===== src/rtl/mem_bus_arbiter.sv =====
// mem_bus_arbiter
// Shares one memory-side bus between the I-cache and D-cache memory ports.
// Only one transaction is in flight at a time. D has fixed priority over I.
// A starvation guard forces an I grant after STARVE_LIMIT consecutive D grants
// during which I was waiting.
// Ports:
//   clk, rst                  clock and synchronous active-high reset
//   i_* (a/din/strobe/rw/wen/size -> dout/ready)  I-cache master port
//   d_* (same set)                                D-cache master port
//   m_* (a/din/strobe/rw/wen/size <- dout/ready)  memory bridge port
//   grant                     debug: 01 = I owns bus, 10 = D owns bus, 00 = idle
module mem_bus_arbiter #(
  parameter int unsigned A_WIDTH      = 32,
  parameter int unsigned STARVE_LIMIT = 4
) (
  input  logic               clk,
  input  logic               rst,
  input  logic [A_WIDTH-1:0] i_a,
  input  logic [31:0]        i_din,
  output logic [31:0]        i_dout,
  input  logic               i_strobe,
  input  logic               i_rw,
  input  logic [3:0]         i_wen,
  input  logic [1:0]         i_size,
  output logic               i_ready,
  input  logic [A_WIDTH-1:0] d_a,
  input  logic [31:0]        d_din,
  output logic [31:0]        d_dout,
  input  logic               d_strobe,
  input  logic               d_rw,
  input  logic [3:0]         d_wen,
  input  logic [1:0]         d_size,
  output logic               d_ready,
  output logic [A_WIDTH-1:0] m_a,
  output logic [31:0]        m_din,
  input  logic [31:0]        m_dout,
  output logic               m_strobe,
  output logic               m_rw,
  output logic [3:0]         m_wen,
  output logic [1:0]         m_size,
  input  logic               m_ready,
  output logic [1:0]         grant
);

  localparam int unsigned CNT_W = (STARVE_LIMIT == 0) ? 1 : $clog2(STARVE_LIMIT + 1);
  localparam logic [CNT_W-1:0] CNT_MAX = CNT_W'(STARVE_LIMIT);

  localparam logic [1:0] S_IDLE   = 2'd0;
  localparam logic [1:0] S_BUSY_I = 2'd1;
  localparam logic [1:0] S_BUSY_D = 2'd2;

  logic [1:0]       r_state;
  logic [CNT_W-1:0] r_starve_cnt;
  logic [1:0]       w_state_nxt;
  logic [CNT_W-1:0] w_starve_nxt;
  logic             w_i_starved;

  // I has waited through the maximum number of D grants; a limit of 0 never starves.
  assign w_i_starved = (STARVE_LIMIT != 0) && (r_starve_cnt == CNT_MAX);

  // State and starvation counter registers.
  always_ff @(posedge clk) begin
    if (rst) begin
      r_state      <= S_IDLE;
      r_starve_cnt <= '0;
    end else begin
      r_state      <= w_state_nxt;
      r_starve_cnt <= w_starve_nxt;
    end
  end

  // Arbitration in IDLE; completion on m_ready. Always returning to IDLE
  // gives the finishing master one cycle to drop its strobe.
  always_comb begin
    w_state_nxt  = r_state;
    w_starve_nxt = r_starve_cnt;
    case (r_state)
      S_IDLE: begin
        if (d_strobe && !(i_strobe && w_i_starved)) begin
          w_state_nxt = S_BUSY_D;
          if (i_strobe && (r_starve_cnt != CNT_MAX)) begin
            w_starve_nxt = r_starve_cnt + CNT_W'(1);
          end
        end else if (i_strobe) begin
          w_state_nxt  = S_BUSY_I;
          w_starve_nxt = '0;
        end
      end
      S_BUSY_I, S_BUSY_D: begin
        if (m_ready) begin
          w_state_nxt = S_IDLE;
        end
      end
      default: begin
        w_state_nxt = S_IDLE;
      end
    endcase
  end

  // Bus mux: the owner's live request drives the memory side; ready is
  // routed back only to the owner.
  always_comb begin
    m_a      = '0;
    m_din    = '0;
    m_strobe = 1'b0;
    m_rw     = 1'b0;
    m_wen    = '0;
    m_size   = '0;
    i_ready  = 1'b0;
    d_ready  = 1'b0;
    grant    = 2'b00;
    case (r_state)
      S_BUSY_I: begin
        m_a      = i_a;
        m_din    = i_din;
        m_strobe = 1'b1;
        m_rw     = i_rw;
        m_wen    = i_wen;
        m_size   = i_size;
        i_ready  = m_ready;
        grant    = 2'b01;
      end
      S_BUSY_D: begin
        m_a      = d_a;
        m_din    = d_din;
        m_strobe = 1'b1;
        m_rw     = d_rw;
        m_wen    = d_wen;
        m_size   = d_size;
        d_ready  = m_ready;
        grant    = 2'b10;
      end
      default: begin
      end
    endcase
  end

  // Read data is broadcast; each master qualifies it with its own ready.
  assign i_dout = m_dout;
  assign d_dout = m_dout;

endmodule


===== config.mk =====
export PLATFORM = sky130hd
export DESIGN_NAME = mem_bus_arbiter
export DESIGN_NICKNAME = d
export VERILOG_FILES = /design/src/rtl/mem_bus_arbiter.sv
export SDC_FILE = /design/constraint.sdc
export NUM_CORES = 1
export LEC_CHECK = 0
export ABC_AREA = 1
export BUFFER_PORTS_ARGS = -buffer_cell sky130_fd_sc_hd__clkbuf_2
export CAP_MARGIN = 10
export CORE_AREA = 2 2 124 126
export CTS_BUF_LIST = sky130_fd_sc_hd__clkbuf_8
export CTS_CLUSTER_DIAMETER = 80
export DETAILED_ROUTE_END_ITERATION = 10
export DIE_AREA = 0 0 126 128
export PLACE_DENSITY_LB_ADDON = 0.12
export SLEW_MARGIN = 20
export SYNTH_ARGS = -nofsm -noshare
export SYNTH_HDL_FRONTEND = slang
export SYNTH_SLANG_ARGS = --single-unit

===== constraint.sdc =====
create_clock -name clk -period 2 [get_ports clk]
set_clock_uncertainty 0.2 [all_clocks]
set_input_delay 0.4 -clock clk [delete_from_list [all_inputs] [get_ports clk]]
set_output_delay 0.4 -clock clk [all_outputs]
set_load 0.05 [all_outputs]

==> out/summary.txt <==
CTS buffer count -> 3
Most common cell on crit path -> buf_12
clock sink count -> 5
die area -> 16100 um^2
power after layout -> 1.75 mW
Post-CTS Hold Buffers -> 0
Overflow after GRT -> 0
Hold/Removal Path Class -> in2reg
Cell Pwr Density -> 356 nW/um^2
fillers -> 1587
failing checks -> setup timing
syn nets -> 538
DR vias/cell -> 3.98
Worst EP required -> 1.40 ns
num rows -> 45
Yosys reg bits -> 5
htree depth -> 1
Final Hold Fails -> 0
max cap viols -> 0
Layout Nets -> 721
first-pass GRT wire length -> 13800 um
PnR worst setup slack -> -0.152 ns
commonest non-fill, non-tap cells in the layout -> clkbuf_2 (148), nand2_1 (92), buf_8 (59)
Bufs on Longest Clock Path -> 2
ANT nets after route -> 0
Sequential Power Share -> 6.4%
Port Buffers -> 222
Synth Cell Area -> 2010 um^2
Synth area leaders -> nand2_1 (27%), buf_4 (26%), a21oi_1 (14%)
outcome -> finished with violations
gr usage total -> 10.4%
Worst setup EP type -> output pin
Finished Cell Area -> 4910 um^2
Comb pwr share -> 82.8%
Switching Share -> 49.8%
Die Width -> 126 um
HPWL Detailed -> 6880 um
critical path's slowest cell -> dfxtp_4
maximum vdd drop -> 0.232 mV
leading area contributor after synthesis -> nand2_1
vias in the first global route -> 2753
Post-DP Area -> 3460 um^2
Initial Util -> 13.5%
Syn Inst Count -> 352
WL/cell -> 15.0 um
Die Y-Extent -> 128 um
via count -> 2871
critical path, cell by cell -> buf_6 > ha_4 > buf_12 > clkbuf_16 > nand2_1 > a21oi_4 > buf_12
Syn Area/Cell -> 5.72 um^2
Critical Setup Path Class -> reg2out
DRC viols -> 0
area grow syn2layout -> 144%
initial antenna violation count -> 0
Core ar. -> 14900 um^2
commonest non-fill, non-tap cell in the layout -> clkbuf_2
fin crit period -> 2.15 ns
final setup vio count -> 72
pin count of the biggest net entering global routing -> 36
Clock Root Buffer -> clkbuf_8
Tcrit/Tclk final -> 108%
Post-Place Setup Slack -> -0.0295 ns
post-synthesis sequential area ratio -> 4.97%
Synth Warn # -> 0
Clk Latency, worst-skew pair -> 0.23 ns
Worst EP arrival -> 1.55 ns
drt first pass iters -> 4
Worst Path Max Fanout -> 7
Yosys top cell area share -> 26.8%
RSZ-0062 raised after global routing -> yes
Unique masters post-synth -> 16
clock slew seen by the registers of the worst setup and hold paths -> 0.04 ns
share of cells above drive strength 1 -> 77.0%
startpoint types -> flip-flop
I/O Pins -> 319
Final Slew Violations -> 0
slew margin rel. -> 80.7%
number of antenna diodes -> 0
Worst-Margin Slew -> 0.291 ns
FMAX -> 465 MHz
CP max stage delay -> 0.35 ns
switching power -> 0.869 mW
Clock Power Share -> 10.8%
FF-to-FF setup slack -> 0.54 ns
internal power -> 0.876 mW
RD Place Congestion -> 0.676
WL final -> 10800 um
initial drt markers -> 62
Leak -> 2.01 nW
TritonCTS clock tree -> yes
synth_stat cells (all sizes together):
master and number:
a21oi 75, nor2 2, dfxtp 5, buf 87, ha 7, o21ai 1
nand4 2, inv 14, nand2 154, nand3 5
worst paths after layout:
kind / from / end / cells past startpoint
setup / recovery: r_state[1] / m_a[18] / 7
hold / removal: rst / r_state[1] / 2
setup reg to reg: r_state[1] / r_state[0] / 7
hold reg to reg: r_starve_cnt[1] / r_starve_cnt[1] / 2
layout make-up:
cell class	instances	area, um^2	share of cell area [%]
tap	188	235	4.79
sequential	5	108	2.19
clock buffer	3	41.3	0.842
multi-input combinational	246	1830	37.3
timing repair buffer	265	2620	53.4
inverter	14	70.1	1.43
clock inverter	1	3.75	0.0765
worst max-delay path, delay by kind of cell (launching register included):
kind,cells,cell delay (ns)
and+or+nand+nor,1,0.09
buffers and inverters,4,0.53
DFF,1,0.35
AOI/OAI and AO/OA,1,0.17
adders and majority gates,1,0.17
metrics by stage:
stage	utilization (%)	setup TNS [ns]	std cells	hold slack, ns
after floorplan	-	-9.61	352	0.254
after global placement	23.3	-0.00386	692	0.285
after detailed placement	23.3	-0.461	692	0.282
after CTS	28.7	-7.85	702	0.187
after global routing	33.0	-12.13	722	0.197
final	33.0	-8.09	722	0.187
cell families (layout without fill, tap and decap cells):
family                     count (synthesis)  count (layout)  synth area share [%]
and+or+nand+nor                          163             163                  32.2
adders and majority gates                  7               7                  4.35
AOI/OAI and AO/OA                         76              76                  22.4
buffers and inverters                    101             283                  36.0
DFF                                        5               5                  4.97
state kept, by name, summed over array words and instances (netlist names):
name / count
r_starve_cnt: 3
r_state: 2
routing by layer:
layer,GRT usage (%),wire length (um)
met1,10.8,4010
met2,21.0,5910
met3,2.34,747
met4,2.07,153
met5,0,0
what timing repair did:
action,4_1_cts,5_1_grt
endpoints found under the setup margin,73,73
gates cloned,4,11
gates resized for setup,143,139
pin swaps,2,52
buffers inserted,2,9
power groups by stage:
stage | clock network, mW | logic [mW] | registers (mW)
after CTS | 0.192 | 1.25 | 0.110
after detailed placement | 0 | 0.998 | 0.112
final | 0.189 | 1.45 | 0.111
after floorplan | 0 | 0.991 | 0.112
after global routing | 0.199 | 1.53 | 0.112
after global placement | 0 | 1.00 | 0.112
(Power assumes the default switching activity.)
